### src/rtl/ahb_decoder_mux_if.sv
// AHB-Lite bus bundle between the master, the decoder/mux and the two slaves.
// The decoder sits on the slave modport; the master/bench drives the master modport.
interface ahb_decoder_mux_if;
   logic [31:0] i_HADDR;
   logic [1:0]  i_HTRANS;
   logic [31:0] i_alu_HRDATA;
   logic [1:0]  i_alu_HRESP;
   logic        i_alu_HREADY;
   logic [31:0] i_mul_HRDATA;
   logic [1:0]  i_mul_HRESP;
   logic        i_mul_HREADY;
   logic        o_HSEL_alu;
   logic        o_HSEL_mul;
   logic [31:0] o_HRDATA;
   logic [1:0]  o_HRESP;
   logic        o_HREADY;
   logic [7:0]  o_err_cnt;

   modport slave (
      input  i_HADDR, i_HTRANS,
      input  i_alu_HRDATA, i_alu_HRESP, i_alu_HREADY,
      input  i_mul_HRDATA, i_mul_HRESP, i_mul_HREADY,
      output o_HSEL_alu, o_HSEL_mul, o_HRDATA, o_HRESP, o_HREADY, o_err_cnt
   );

   modport master (
      output i_HADDR, i_HTRANS,
      output i_alu_HRDATA, i_alu_HRESP, i_alu_HREADY,
      output i_mul_HRDATA, i_mul_HRESP, i_mul_HREADY,
      input  o_HSEL_alu, o_HSEL_mul, o_HRDATA, o_HRESP, o_HREADY, o_err_cnt
   );
endinterface

### src/rtl/ahb_decoder_mux.sv
// AHB-Lite address decoder, data-phase response mux and built-in default slave
// that answers active transfers to unmapped addresses with a two-cycle ERROR.
module ahb_decoder_mux #(
   parameter logic [31:0] ALU_BASE    = 32'h0000_0000,
   parameter logic [31:0] MUL_BASE    = 32'h0000_1000,
   parameter int          REGION_BITS = 12
) (
   input logic              HCLK,
   input logic              HRESETn,
   ahb_decoder_mux_if.slave bus
);
   localparam logic [1:0] RESP_OKAY  = 2'b00;
   localparam logic [1:0] RESP_ERROR = 2'b01;

   typedef enum logic [1:0] {SEL_DEF, SEL_ALU, SEL_MUL} sel_t;
   typedef enum logic [1:0] {DS_IDLE, DS_ERR1, DS_ERR2} ds_t;

   logic        hit_alu, hit_mul, unmapped, active;
   logic        ds_start, ds_en;
   sel_t        dsel_nxt, r_dsel;
   ds_t         ds_state, ds_nxt;
   logic        ds_ready;
   logic [1:0]  ds_resp;
   logic [7:0]  r_err_cnt;
   logic        hready;
   logic [1:0]  hresp;
   logic [31:0] hrdata;

   assign hit_alu  = (bus.i_HADDR[31:REGION_BITS] == ALU_BASE[31:REGION_BITS]);
   assign hit_mul  = (bus.i_HADDR[31:REGION_BITS] == MUL_BASE[31:REGION_BITS]);
   assign unmapped = ~hit_alu & ~hit_mul;
   assign active   = (bus.i_HTRANS == 2'b10) | (bus.i_HTRANS == 2'b11);

   assign bus.o_HSEL_alu = hit_alu;
   assign bus.o_HSEL_mul = hit_mul;

   always_comb begin
      dsel_nxt = SEL_DEF;
      if (hit_alu)      dsel_nxt = SEL_ALU;
      else if (hit_mul) dsel_nxt = SEL_MUL;
   end

   always_ff @(posedge HCLK or negedge HRESETn) begin
      if (!HRESETn)    r_dsel <= SEL_DEF;
      else if (hready) r_dsel <= dsel_nxt;
   end

   // Default slave only moves while it owns the data phase or is being handed it.
   assign ds_start = hready & unmapped & active;
   assign ds_en    = (r_dsel == SEL_DEF) | (hready & unmapped);

   always_comb begin
      ds_nxt   = ds_state;
      ds_ready = 1'b1;
      ds_resp  = RESP_OKAY;
      case (ds_state)
         DS_IDLE: if (ds_start) ds_nxt = DS_ERR1;
         DS_ERR1: begin
            ds_ready = 1'b0;
            ds_resp  = RESP_ERROR;
            ds_nxt   = DS_ERR2;
         end
         DS_ERR2: begin
            ds_resp = RESP_ERROR;
            ds_nxt  = ds_start ? DS_ERR1 : DS_IDLE;
         end
         default: ds_nxt = DS_IDLE;
      endcase
   end

   always_ff @(posedge HCLK or negedge HRESETn) begin
      if (!HRESETn)   ds_state <= DS_IDLE;
      else if (ds_en) ds_state <= ds_nxt;
   end

   always_ff @(posedge HCLK or negedge HRESETn) begin
      if (!HRESETn)
         r_err_cnt <= 8'd0;
      else if (ds_en && ds_state == DS_ERR2 && r_err_cnt != 8'hFF)
         r_err_cnt <= r_err_cnt + 8'd1;
   end

   always_comb begin
      hrdata = 32'd0;
      hresp  = ds_resp;
      hready = ds_ready;
      case (r_dsel)
         SEL_ALU: begin
            hrdata = bus.i_alu_HRDATA;
            hresp  = bus.i_alu_HRESP;
            hready = bus.i_alu_HREADY;
         end
         SEL_MUL: begin
            hrdata = bus.i_mul_HRDATA;
            hresp  = bus.i_mul_HRESP;
            hready = bus.i_mul_HREADY;
         end
         default: ;
      endcase
   end

   assign bus.o_HRDATA  = hrdata;
   assign bus.o_HRESP   = hresp;
   assign bus.o_HREADY  = hready;
   assign bus.o_err_cnt = r_err_cnt;
endmodule
### src/flat_wrapper.sv
// flat-port wrapper written by rule: the top's interface ports become plain ports
module ahb_decoder_mux_flat 
#(
   parameter logic [31:0] ALU_BASE    = 32'h0000_0000,
   parameter logic [31:0] MUL_BASE    = 32'h0000_1000,
   parameter int          REGION_BITS = 12
)
  (HCLK, HRESETn, bus_i_HADDR, bus_i_HTRANS, bus_i_alu_HRDATA, bus_i_alu_HRESP, bus_i_alu_HREADY, bus_i_mul_HRDATA, bus_i_mul_HRESP, bus_i_mul_HREADY, bus_o_HSEL_alu, bus_o_HSEL_mul, bus_o_HRDATA, bus_o_HRESP, bus_o_HREADY, bus_o_err_cnt);
  ahb_decoder_mux_if bus_i ();
  input logic HCLK;
  input logic HRESETn;
  input wire logic [$bits(bus_i.i_HADDR)-1:0] bus_i_HADDR;
  input wire logic [$bits(bus_i.i_HTRANS)-1:0] bus_i_HTRANS;
  input wire logic [$bits(bus_i.i_alu_HRDATA)-1:0] bus_i_alu_HRDATA;
  input wire logic [$bits(bus_i.i_alu_HRESP)-1:0] bus_i_alu_HRESP;
  input wire logic [$bits(bus_i.i_alu_HREADY)-1:0] bus_i_alu_HREADY;
  input wire logic [$bits(bus_i.i_mul_HRDATA)-1:0] bus_i_mul_HRDATA;
  input wire logic [$bits(bus_i.i_mul_HRESP)-1:0] bus_i_mul_HRESP;
  input wire logic [$bits(bus_i.i_mul_HREADY)-1:0] bus_i_mul_HREADY;
  output wire logic [$bits(bus_i.o_HSEL_alu)-1:0] bus_o_HSEL_alu;
  output wire logic [$bits(bus_i.o_HSEL_mul)-1:0] bus_o_HSEL_mul;
  output wire logic [$bits(bus_i.o_HRDATA)-1:0] bus_o_HRDATA;
  output wire logic [$bits(bus_i.o_HRESP)-1:0] bus_o_HRESP;
  output wire logic [$bits(bus_i.o_HREADY)-1:0] bus_o_HREADY;
  output wire logic [$bits(bus_i.o_err_cnt)-1:0] bus_o_err_cnt;
  assign bus_i.i_HADDR = bus_i_HADDR;
  assign bus_i.i_HTRANS = bus_i_HTRANS;
  assign bus_i.i_alu_HRDATA = bus_i_alu_HRDATA;
  assign bus_i.i_alu_HRESP = bus_i_alu_HRESP;
  assign bus_i.i_alu_HREADY = bus_i_alu_HREADY;
  assign bus_i.i_mul_HRDATA = bus_i_mul_HRDATA;
  assign bus_i.i_mul_HRESP = bus_i_mul_HRESP;
  assign bus_i.i_mul_HREADY = bus_i_mul_HREADY;
  assign bus_o_HSEL_alu = bus_i.o_HSEL_alu;
  assign bus_o_HSEL_mul = bus_i.o_HSEL_mul;
  assign bus_o_HRDATA = bus_i.o_HRDATA;
  assign bus_o_HRESP = bus_i.o_HRESP;
  assign bus_o_HREADY = bus_i.o_HREADY;
  assign bus_o_err_cnt = bus_i.o_err_cnt;
  ahb_decoder_mux #(.ALU_BASE(ALU_BASE), .MUL_BASE(MUL_BASE), .REGION_BITS(REGION_BITS)) u_core (.HCLK(HCLK), .HRESETn(HRESETn), .bus(bus_i));
endmodule
### config.mk
export PLATFORM = sky130hd
export DESIGN_NAME = ahb_decoder_mux_flat
export DESIGN_NICKNAME = d
export VERILOG_FILES = /design/src/rtl/ahb_decoder_mux_if.sv /design/src/rtl/ahb_decoder_mux.sv /design/src/flat_wrapper.sv
export SDC_FILE = /design/constraint.sdc
export NUM_CORES = 1
export LEC_CHECK = 0
export ABC_AREA = 1
export ABC_CLOCK_PERIOD_IN_PS = 3540
export CORE_MARGIN = 4
export CORE_UTILIZATION = 30
export CTS_BUF_LIST = sky130_fd_sc_hd__clkbuf_4 sky130_fd_sc_hd__clkbuf_8 sky130_fd_sc_hd__clkbuf_16
export CTS_CLUSTER_DIAMETER = 30
export DETAILED_ROUTE_END_ITERATION = 7
export PLACE_DENSITY = 0.86
export SLEW_MARGIN = 20
export SYNTH_ARGS = -nofsm -noshare
export SYNTH_HDL_FRONTEND = slang
export SYNTH_SLANG_ARGS = --single-unit
export TNS_END_PERCENT = 100
### constraint.sdc
create_clock -name HCLK -period 3.54 [get_ports HCLK]
set_input_delay 0.708 -clock HCLK [delete_from_list [all_inputs] [get_ports HCLK]]
set_output_delay 0.708 -clock HCLK [all_outputs]
set_load 0.005 [all_outputs]
==> out/metrics.cfg, run 1 <==
[timing]
slew_headroom_pct=63.8
skew_ns=0.000813
rsz0062_at_grt=no
hold_viol_final=0
min_period_ns=2.93
max_freq_mhz=341
tns_ns=0
slew_violations=0
fin_crit_sh_pct=82.9
tightest_slew_ns=0.541
setup_viol=0

[power_and_ir_drop]
intPower_mw=0.915
powerDensity_nw_per_um2=585
total_power_mw=1.65
power_frac_comb_pct=77.3
power_frac_clock_pct=9.2
p_seq_share_pct=13.5
p_sw_share_pct=44.4
ir_drop_mv=0.480
switching_power_mw=0.730
p_leak_nw=1.13

[place]
dpl.hpwl_mm=4.63
portBuffers=137
gp_congestion=0.787

[synthesis]
syn_nets=342
synth-seq-cells=12
async_flop_share_pct=100
ys_dominant_reg_cell=dfrtp_1
synth.avg_cell_area_um2=5.99
synthesis.yosys.warnings=0
synth_cell_types=25
yosysSeqAreaShare_pct=22.1
synth_area_um2=1360
synth_edf_count=0
netlist_instances=227

[cts]
clock_path_buffers=2
hold_buffers=0
clock_latency_ns=0.24
path_clk_slew_ns=0.05
clockRootBuffer=clkbuf_8
post_cts.repair.setup_buffers=0
ctsResizeCount=0
h-tree-depth=1
cts_tree=done
clkSinkCount=12
cts_buffers=3

[global_routing]
grtUsageTotal_pct=19.0
antenna_found_initial=0
grt_pass1_wl_mm=8.37
grt_max_degree=36
grt_pass1_vias=1769
overflow=0

[worst_setup_path]
cp_max_fo=34
path_class=reg2out
cp-end-kind=output port
critical_path.startpoint_type=register
ff2ff_path_depth=12
worst_ep_arrival_time_ns=2.23
crit_required_ns=2.83

[routing]
wirelength_mm=5.72
ant_nets=0
viasPerCell=4.65
via_count=1910
wl_per_cell_um=13.9
top_layer_used=met4
met2_length_mm=2.84
drt-pass1-iter-count=4
drt-met1-wl_mm=2.12
drcViolationCount=0
dr_wl_met3_um=593
drtIter0Drc=90

[die]
core_area_um2=4380
die_x_um=75.3
die-area_um2=5670
start_util_pct=31.0
pin_count=151
rows=24
fp.dieH_um=75.3

[cells_and_area]
n_antenna_cell=0
final_util_pct=64.2
area_delta_synth_final_pct=107
fill_cells=395
drive_above_1_share_pct=4.74
layout.nets=475

[hold_path]
hold-path-cell-count=2
hp-class=reg2reg

[run_status]
status=completed

[flow_run]
drv_cap=0

## layer usage
layer | vias up | track usage, %
li1 | 984 | -
met1 | 828 | 21.0
met2 | 85 | 35.7
met3 | 13 | 3.30
met4 | 0 | 7.38
met5 | - | 0
## metrics by stage
| step | instances | cell area (um^2) | hold slack [ns] | setup WS [ns] |
|---|---|---|---|---|
| floorplan | 227 | 1360 | 0.412 | 1.51 |
| global placement | 407 | 2760 | 0.482 | 0.652 |
| detailed placement | 407 | 2760 | 0.490 | 0.628 |
| CTS | 411 | 2810 | 0.507 | 0.567 |
| global route | 411 | 2810 | 0.524 | 0.460 |
| finish | 411 | 2810 | 0.498 | 0.606 |
## cells by family (layout without fill, tap and decap cells)
family	after synthesis	count (layout)	share of synthesized area, %
AND/OR/NAND/NOR	131	131	39.9
AO/OA/AOI/OAI	42	42	17.3
buffers and inverters	27	159	8.55
flip-flops	12	12	22.1
adder cells (fa/ha/maj)	9	9	8.28
XOR/XNOR	6	6	3.86
## power by group through the flow
stage,clock network (mW),logic (mW),registers [mW]
finish,0.151,1.27,0.223
global route,0.162,1.41,0.232
detailed placement,0,1.29,0.224
floorplan,0,0.670,0.217
CTS,0.155,1.29,0.222
global placement,0,1.26,0.221
## cells in the final DEF (no fill, tap or decap)
cell	instances
nand2_2	2
clkdlybuf4s50_1	137
nand3_2	1
nand3_1	13
xor2_1	3
o21ai_4	1
nand3b_1	1
nand2_4	1
xnor2_1	3
nand4_1	1
or2_0	1
nand2_1	93
inv_1	13
o21bai_1	1
clkbuf_8	4
nor3_2	1
nor2_1	16
inv_2	1
a21oi_1	37
buf_4	3
dfrtp_1	12
clkinv_1	1
nor3_1	1
o21ai_2	3
ha_1	9
## worst max-delay path, cell delays in order (launching register included)
cell,delay (ns)
dfrtp_1,0.38
inv_1,0.07
ha_1,0.38
clkinv_1,0.07
buf_4,0.32
a21oi_1,0.08
a21oi_1,0.13
clkdlybuf4s50_1,0.53
## registers in the layout (all words and copies together) (netlist names)
signal,cells
u_core.r_dsel,2
u_core.bus.o_err_cnt,8
u_core.ds_state,2
## cell type report
type | count | area (um^2) | area share, %
Clock buffer | 4 | 55.1 | 1.96
Timing Repair Buffer | 140 | 1390 | 49.5
Tap cell | 52 | 65.1 | 2.31
Inverter | 15 | 56.3 | 2.00
Sequential cell | 12 | 300 | 10.7
Multi-Input combinational cell | 188 | 943 | 33.5
## path summary, 6_finish.rpt
path	to	from	slack (ns)
max	bus_o_HRESP[0]	u_core.r_dsel[0]$_DFFE_PN0P_	0.61
min	u_core.bus.o_err_cnt[4]$_DFFE_PN0P_	u_core.bus.o_err_cnt[4]$_DFFE_PN0P_	0.50
max reg2reg	u_core.bus.o_err_cnt[6]$_DFFE_PN0P_	u_core.r_dsel[0]$_DFFE_PN0P_	1.53
min reg2reg	u_core.bus.o_err_cnt[4]$_DFFE_PN0P_	u_core.bus.o_err_cnt[4]$_DFFE_PN0P_	0.50
max in group asynchronous	u_core.r_dsel[1]$_DFFE_PN0P_	HRESETn	2.37
min in group asynchronous	u_core.bus.o_err_cnt[4]$_DFFE_PN0P_	HRESETn	0.82
## cells in the mapped netlist (all sizes together) (2+ instances only)
library cell | number | area share (%)
a21oi | 37 | 14
buf | 3 | 1.9
clkbuf | 9 | 2.5
dfrtp | 12 | 22
ha | 9 | 8.3
inv | 14 | 3.9
nand2 | 96 | 27
nand3 | 14 | 5.5
nor2 | 16 | 4.4
nor3 | 2 | 1.1
o21ai | 4 | 3.1
xnor2 | 3 | 1.9
xor2 | 3 | 1.9
Note: power is estimated with default switching activity, not from simulation.
==> run 2, diff against run 1 <==
--- a/config.mk
+++ b/config.mk
@@ -6,13 +6,13 @@
 export NUM_CORES = 1
 export LEC_CHECK = 0
 export ABC_AREA = 1
-export ABC_CLOCK_PERIOD_IN_PS = 3540
+export ABC_CLOCK_PERIOD_IN_PS = 2700
 export CORE_MARGIN = 4
-export CORE_UTILIZATION = 30
+export CORE_UTILIZATION = 28
 export CTS_BUF_LIST = sky130_fd_sc_hd__clkbuf_4 sky130_fd_sc_hd__clkbuf_8 sky130_fd_sc_hd__clkbuf_16
 export CTS_CLUSTER_DIAMETER = 30
 export DETAILED_ROUTE_END_ITERATION = 7
-export PLACE_DENSITY = 0.86
+export PLACE_DENSITY = 0.81
 export SLEW_MARGIN = 20
 export SYNTH_ARGS = -nofsm -noshare
 export SYNTH_HDL_FRONTEND = slang
==> constraint.sdc (replaced) <==
create_clock -name HCLK -period 2.7 [get_ports HCLK]
set_input_delay 0.54 -clock HCLK [delete_from_list [all_inputs] [get_ports HCLK]]
set_output_delay 0.54 -clock HCLK [all_outputs]
set_load 0.005 [all_outputs]
==> run 2 against run 1 <==
Net effect: non-clock buffer count up 2; sequential power grew 30%; cell count rose by 3.9%; first-iteration DRC count is 7.8% lower; combinational power is 39% higher; via count increased by 0.63%; register-to-register slack worse by 0.73 ns; design area increased by 2.1%; clock power increased by 9%; critical path depth shrank 1; clock-buffer cell count decreased by 1.
==> out/metrics.cfg, run 2 (synthesis results as in run 1) <==
[run_status]
status=completed  ; unchanged

[worst_setup_path]
cpPeakStageDelay_ns=0.53  ; about the same
cp-end-kind=output port  ; unchanged
worst_ep_arrival_time_ns=2.05  ; was 2.23 ns
cp_max_fo=34  ; unchanged
path_buf_inv=4  ; unchanged
critical_path.startpoint_type=register  ; unchanged
crit_chain=inv_1, ha_2, clkinv_1, buf_12, a21oi_1, clkdlybuf4s50_1  ; was inv_1, ha_1, clkinv_1, buf_4, a21oi_1, a21oi_1, clkdlybuf4s50_1
crit_family=buffers and inverters  ; unchanged
path_class=reg2out  ; unchanged
crit_required_ns=2.16  ; was 2.83 ns
cp_slowest_cell=clkdlybuf4s50_1  ; unchanged

[place]
dpl.hpwl_mm=4.50  ; was 4.63 mm
gp_congestion=0.779  ; was 0.787
dpl_cell_area_um2=2830  ; was 2760 um^2
portBuffers=137  ; unchanged

[routing]
wirelength_mm=5.75  ; was 5.72 mm
drtIter0Drc=83  ; was 90
drt-pass1-iter-count=4  ; unchanged
wl_per_cell_um=13.5  ; was 13.9 um
viasPerCell=4.50  ; was 4.65
ant_nets=0  ; unchanged
drcViolationCount=0  ; unchanged
via_count=1922  ; was 1910

[die]
die_x_um=77.7  ; was 75.3 um
die-area_um2=6040  ; was 5670 um^2
pin_count=151  ; unchanged
core_area_um2=4720  ; was 4380 um^2
fp.dieH_um=77.7  ; was 75.3 um
start_util_pct=28.8  ; was 31.0%
rows=25  ; was 24

[cts]
clock_path_buffers=2  ; unchanged
clock_latency_ns=0.24  ; about the same
path_clk_slew_ns=0.05  ; about the same
cts_buffers=3  ; unchanged
hold_buffers=0  ; unchanged
clockRootBuffer=clkbuf_8  ; unchanged
cts_tree=done  ; unchanged
clkSinkCount=12  ; unchanged
h-tree-depth=1  ; unchanged

[cells_and_area]
mostFrequentLayoutCells=clkdlybuf4s50_1, nand2_1, a21oi_1  ; unchanged
area_delta_synth_final_pct=111  ; was 107%
final_area_um2=2870  ; was 2810 um^2
layout.nets=477  ; was 475
final_common_cell=clkdlybuf4s50_1  ; unchanged
drive_above_1_share_pct=5.28  ; was 4.74%
n_antenna_cell=0  ; unchanged
largest_reg_flops=8  ; unchanged

[global_routing]
grt_pass1_vias=1842  ; was 1769
grt_max_degree=36  ; unchanged
overflow=0  ; unchanged
grt_pass1_wl_mm=9.27  ; was 8.37 mm
grtUsageTotal_pct=18.6  ; was 19.0%
antenna_found_initial=0  ; unchanged

[power_and_ir_drop]
p_leak_nw=1.15  ; was 1.13 nW
total_power_mw=2.22  ; was 1.65 mW
switching_power_mw=0.971  ; was 0.730 mW
intPower_mw=1.25  ; was 0.915 mW
p_seq_share_pct=13.1  ; was 13.5%
powerDensity_nw_per_um2=774  ; was 585 nW/um^2
power_frac_comb_pct=79.5  ; was 77.3%
p_sw_share_pct=43.7  ; was 44.4%
ir_drop_mv=0.705  ; was 0.480 mV
power_frac_clock_pct=7.4  ; was 9.2%

[flow_run]
drv_cap=0  ; unchanged

[timing]
fin_crit_sh_pct=95.8
min_period_ns=2.59
slew_violations=0  ; unchanged
setup_viol=0  ; unchanged
tightest_slew_ns=0.561  ; was 0.541 ns
slew_headroom_pct=62.5  ; was 63.8%
max_freq_mhz=386
hold_viol_final=0  ; unchanged
skew_ns=0.00436  ; was 0.000813 ns
rsz0062_at_grt=no  ; unchanged
tns_ns=0  ; unchanged

[hold_path]
hp-class=reg2reg  ; unchanged

[run 2: per-stage QoR]
stage | hold slack [ns] | std cells | util (%) | setup slack, ns
2_1_floorplan | 0.244 | 227 | - | 0.842
3_3_place_gp | 0.479 | 424 | 59.9 | 0.243
3_5_place_dp | 0.486 | 424 | 59.9 | 0.234
4_1_cts | 0.501 | 427 | 60.8 | 0.0555
5_1_grt | 0.560 | 427 | 60.8 | 0.00391
6_report | 0.508 | 427 | 60.8 | 0.112
[run 2: final timing paths]
check | startpoint | end | slack [ns] | cells after the start
hold / removal | u_core.bus.o_err_cnt[4]$_DFFE_PN0P_ | u_core.bus.o_err_cnt[4]$_DFFE_PN0P_ | 0.51 | 2
setup / recovery | u_core.r_dsel[0]$_DFFE_PN0P_ | bus_o_HRDATA[12] | 0.11 | 6
setup reg to reg | u_core.r_dsel[0]$_DFFE_PN0P_ | u_core.bus.o_err_cnt[6]$_DFFE_PN0P_ | 0.80 | 12
hold reg to reg | u_core.bus.o_err_cnt[4]$_DFFE_PN0P_ | u_core.bus.o_err_cnt[4]$_DFFE_PN0P_ | 0.51 | 2
max in group asynchronous | HRESETn | u_core.bus.o_err_cnt[2]$_DFFE_PN0P_ | 1.67 | 1
min in group asynchronous | HRESETn | u_core.bus.o_err_cnt[4]$_DFFE_PN0P_ | 0.66 | 1
[run 2: cell type report]
cell class / instances / area [um^2]
Fill cell: 426 / 1850
Timing Repair Buffer: 142 / 1450
Multi-Input combinational cell: 188 / 946
Sequential cell: 12 / 300
Tap cell: 67 / 83.8
Inverter: 15 / 56.3
Clock buffer: 3 / 41.3
[run 2: layer usage]
metal  vias up  wire length, um  GRT usage, %
li1        988                -             -
met1       845             2420          23.7
met2        84             2770          32.3
met3         5              513          3.71
met4         0               52          4.27
met5         -                0             0
[run 2: power by group through the flow]
stage / clock network (mW) / logic, mW / registers [mW]
global placement: 0 / 1.75 / 0.291
detailed placement: 0 / 1.77 / 0.293
CTS: 0.170 / 1.79 / 0.291
global route: 0.171 / 1.94 / 0.297
finish: 0.164 / 1.77 / 0.291
floorplan: 0 / 0.878 / 0.285
[run 2: timing repair]
item                                    4_1_cts  5_1_grt
gates resized for setup                       0        1
endpoints found under the setup margin        0       23
setup buffers                                 0        0
[run 2: worst min-delay path: cells and delay by family (launching register included)]
kind             cells  cell delay, ns
and+or+nand+nor      2            0.11
DFF                  1            0.37
==> run 3, diff against run 2 <==
--- a/config.mk
+++ b/config.mk
@@ -5,14 +5,13 @@
 export SDC_FILE = /design/constraint.sdc
 export NUM_CORES = 1
 export LEC_CHECK = 0
-export ABC_AREA = 1
 export ABC_CLOCK_PERIOD_IN_PS = 2700
 export CORE_MARGIN = 4
 export CORE_UTILIZATION = 28
 export CTS_BUF_LIST = sky130_fd_sc_hd__clkbuf_4 sky130_fd_sc_hd__clkbuf_8 sky130_fd_sc_hd__clkbuf_16
 export CTS_CLUSTER_DIAMETER = 30
 export DETAILED_ROUTE_END_ITERATION = 7
-export PLACE_DENSITY = 0.81
+export PLACE_DENSITY = 0.82
 export SLEW_MARGIN = 20
 export SYNTH_ARGS = -nofsm -noshare
 export SYNTH_HDL_FRONTEND = slang
==> run 3 against run 2 <==
Net effect: critical endpoint is now bus_o_HRDATA[14]; critical path type unchanged; hold slack lost 0.0029 ns; largest power group unchanged; area after synthesis down 2.1%; largest cell class unchanged; global-route usage is 1.3 points lower.
==> out/metrics.cfg, run 3 <==
[cts]
cts_buffers=3  ; unchanged
clockRootBuffer=clkbuf_8  ; unchanged
clock_latency_ns=0.24  ; about the same
clkSinkCount=12  ; unchanged
path_clk_slew_ns=0.05  ; about the same
post_cts.repair.setup_buffers=0  ; unchanged
cts_tree=done  ; unchanged
h-tree-depth=1  ; unchanged
clock_path_buffers=2  ; unchanged

[flow_run]
drv_cap=0  ; unchanged

[cells_and_area]
final_area_um2=2880  ; was 2870 um^2
n_antenna_cell=0  ; unchanged
final_cells=343  ; was 427
mostFrequentLayoutCells=clkdlybuf4s50_1, a22oi_1, nor2b_1  ; was clkdlybuf4s50_1, nand2_1, a21oi_1
drive_above_1_share_pct=9.97  ; was 5.28%
final_util_pct=64.4  ; was 60.8%
layout.nets=408  ; was 477
final_common_cell=clkdlybuf4s50_1  ; unchanged
fill_cells=381  ; was 426
seq_area_um2=300  ; unchanged
multi_input_area_um2=988  ; was 946 um^2
largest_reg_flops=8  ; unchanged
area_delta_synth_final_pct=117  ; was 111%

[power_and_ir_drop]
p_leak_nw=0.977  ; was 1.15 nW
total_power_mw=0.949  ; was 2.22 mW
ir_drop_mv=0.487  ; was 0.705 mV
powerDensity_nw_per_um2=329  ; was 774 nW/um^2

[worst_setup_path]
worst_ep_arrival_time_ns=1.97  ; was 2.05 ns
cp_max_fo=25  ; was 34
path_class=reg2out  ; unchanged
critical_path.startpoint_type=register  ; unchanged
cp-end-kind=output port  ; unchanged
crit_chain=inv_1, ha_1, buf_4, nor2b_1, clkdlybuf4s50_1  ; was inv_1, ha_2, clkinv_1, buf_12, a21oi_1, clkdlybuf4s50_1
cpPeakStageDelay_ns=0.52  ; was 0.53 ns
crit_required_ns=2.16  ; about the same
cp_slowest_cell=clkdlybuf4s50_1  ; unchanged

[timing]
max_freq_mhz=399  ; was 386 MHz
setup_ws_ns=0.192  ; was 0.112 ns
tns_ns=0  ; unchanged
setup_viol=0  ; unchanged
min_period_ns=2.51  ; was 2.59 ns
whs_ns=0.505  ; was 0.508 ns
slew_violations=0  ; unchanged
hold_viol_final=0  ; unchanged
slew_headroom_pct=63.5  ; was 62.5%
fin_crit_sh_pct=92.9  ; was 95.8%
rsz0062_at_grt=no  ; unchanged
skew_ns=0.00222  ; was 0.00436 ns
tightest_slew_ns=0.546  ; was 0.561 ns

[global_routing]
grt_pass1_vias=1608  ; was 1842
overflow=0  ; unchanged
grt_pass1_wl_mm=8.22  ; was 9.27 mm
grtUsageTotal_pct=17.3  ; was 18.6%
grt_max_degree=36  ; unchanged
antenna_found_initial=0  ; unchanged

[synthesis]
synth_cell_types=32  ; was 25
synth-seq-cells=12  ; unchanged
yosysTopAreaCell=dfrtp_1  ; was nand2_1
syn_nets=268  ; was 342
synth.avg_cell_area_um2=8.70  ; was 5.99 um^2
synth_edf_count=0  ; unchanged
synth_commonest_cells=a22oi_1, nor2b_1, dfrtp_1, clkbuf_1, ha_1  ; was nand2_1, a21oi_1, nor2_1, inv_1, nand3_1
synthesis.yosys.warnings=0  ; unchanged
synth_area_um2=1330  ; was 1360 um^2
netlist.area_leader.share_pct=22.6  ; was 25.7%
synth.area.top_cells=dfrtp_1, a22oi_1, nor2b_1, ha_1, xor2_1  ; was nand2_1, dfrtp_1, a21oi_1, ha_1, nand3_1
yosysMostFrequentCell=a22oi_1  ; was nand2_1
async_flop_share_pct=100  ; unchanged
ys_dominant_reg_cell=dfrtp_1  ; unchanged
netlist_instances=153  ; was 227
yosysSeqAreaShare_pct=22.6  ; was 22.1%

[routing]
via_count=1645  ; was 1922
drtIter0Drc=44  ; was 83
wl_per_cell_um=15.6  ; was 13.5 um
ant_nets=0  ; unchanged
drt-pass1-iter-count=4  ; unchanged
viasPerCell=4.80  ; was 4.50
drcViolationCount=0  ; unchanged
wirelength_mm=5.35  ; was 5.75 mm

[die]
die-area_um2=5920  ; was 6040 um^2
pin_count=151  ; unchanged
rows=24  ; was 25
start_util_pct=29.8  ; was 28.8%
die_x_um=77.0  ; was 77.7 um
fp.dieH_um=77.0  ; was 77.7 um
core_area_um2=4470  ; was 4720 um^2

[place]
dpl.hpwl_mm=4.43  ; was 4.50 mm
place_inst=340  ; was 424
portBuffers=137  ; unchanged
pre_cts_slack_ns=-0.156  ; was 0.234 ns
dpl_cell_area_um2=2820  ; was 2830 um^2
gp_congestion=0.807  ; was 0.779

[hold_path]
hp-class=reg2reg  ; unchanged

[run_status]
status=completed  ; unchanged

-- run 3: cell types whose count changed after synthesis, sizes merged, moves of 9 or more --
cell and change:
inv -9, nor2 -10, a21oi -36, nand2 -92, a22oi +35, nor2b +33
-- run 3: cell families after synthesis --
| logic type | after synthesis | share of synthesized area, % |
|---|---|---|
| flip-flops | 12 | 22.6 |
| multiplexers | 3 | 3.66 |
| AO/OA/AOI/OAI | 44 | 26.2 |
| XOR/XNOR | 7 | 4.61 |
| adder cells (fa/ha/maj) | 9 | 8.46 |
| buffers and inverters | 17 | 5.26 |
| AND/OR/NAND/NOR | 61 | 29.2 |
-- run 3: routing by layer --
metal	GRT usage [%]	part of all wire [%]	vias up
met1	19.5	38	758
met3	2.81	4.5	6
met2	33.0	56	47
li1	-	-	834
met5	0	0	-
met4	5.07	1.2	0
-- run 3: final timing paths --
path / to / startpoint / slack, ns / cells past startpoint
worst max-delay path: bus_o_HRDATA[14] / u_core.r_dsel[0]$_DFFE_PN0P_ / 0.19 / 5
worst min-delay path: u_core.bus.o_err_cnt[6]$_DFFE_PN0P_ / u_core.bus.o_err_cnt[6]$_DFFE_PN0P_ / 0.50 / 1
worst max register to register: u_core.ds_state[1]$_DFFE_PN0P_ / u_core.r_dsel[1]$_DFFE_PN0P_ / 0.61 / 9
worst min register to register: u_core.bus.o_err_cnt[6]$_DFFE_PN0P_ / u_core.bus.o_err_cnt[6]$_DFFE_PN0P_ / 0.50 / 1
max in group asynchronous: u_core.r_dsel[1]$_DFFE_PN0P_ / HRESETn / 1.68 / 1
min in group asynchronous: u_core.bus.o_err_cnt[6]$_DFFE_PN0P_ / HRESETn / 0.66 / 1
-- run 3: power breakdown --
group | switching, mW | internal (mW) | total (mW)
registers | 0.0622 | 0.228 | 0.291
clock network | 0.0615 | 0.0980 | 0.159
logic | 0.179 | 0.320 | 0.499
total | 0.302 | 0.647 | 0.949
-- run 3: layout make-up --
class                   instances  area share, %
repair buffers                147           51.0
multi-input cells             124           34.3
flip-flops and latches         12           10.4
well taps                      52           2.26
clock buffers                   3           1.43
inverters                       5          0.651
-- run 3: critical path, delay by kind of cell (launching register included) --
family / cells / cell delay [ns]
buf+inv: 3 / 0.85
fa+ha+maj: 1 / 0.37
flops: 1 / 0.34
simple gates: 1 / 0.16
-- run 3: repair_timing --
action,CTS,global route
hold buffers,0,0
setup endpoints to repair,2,0
resized for setup,7,0
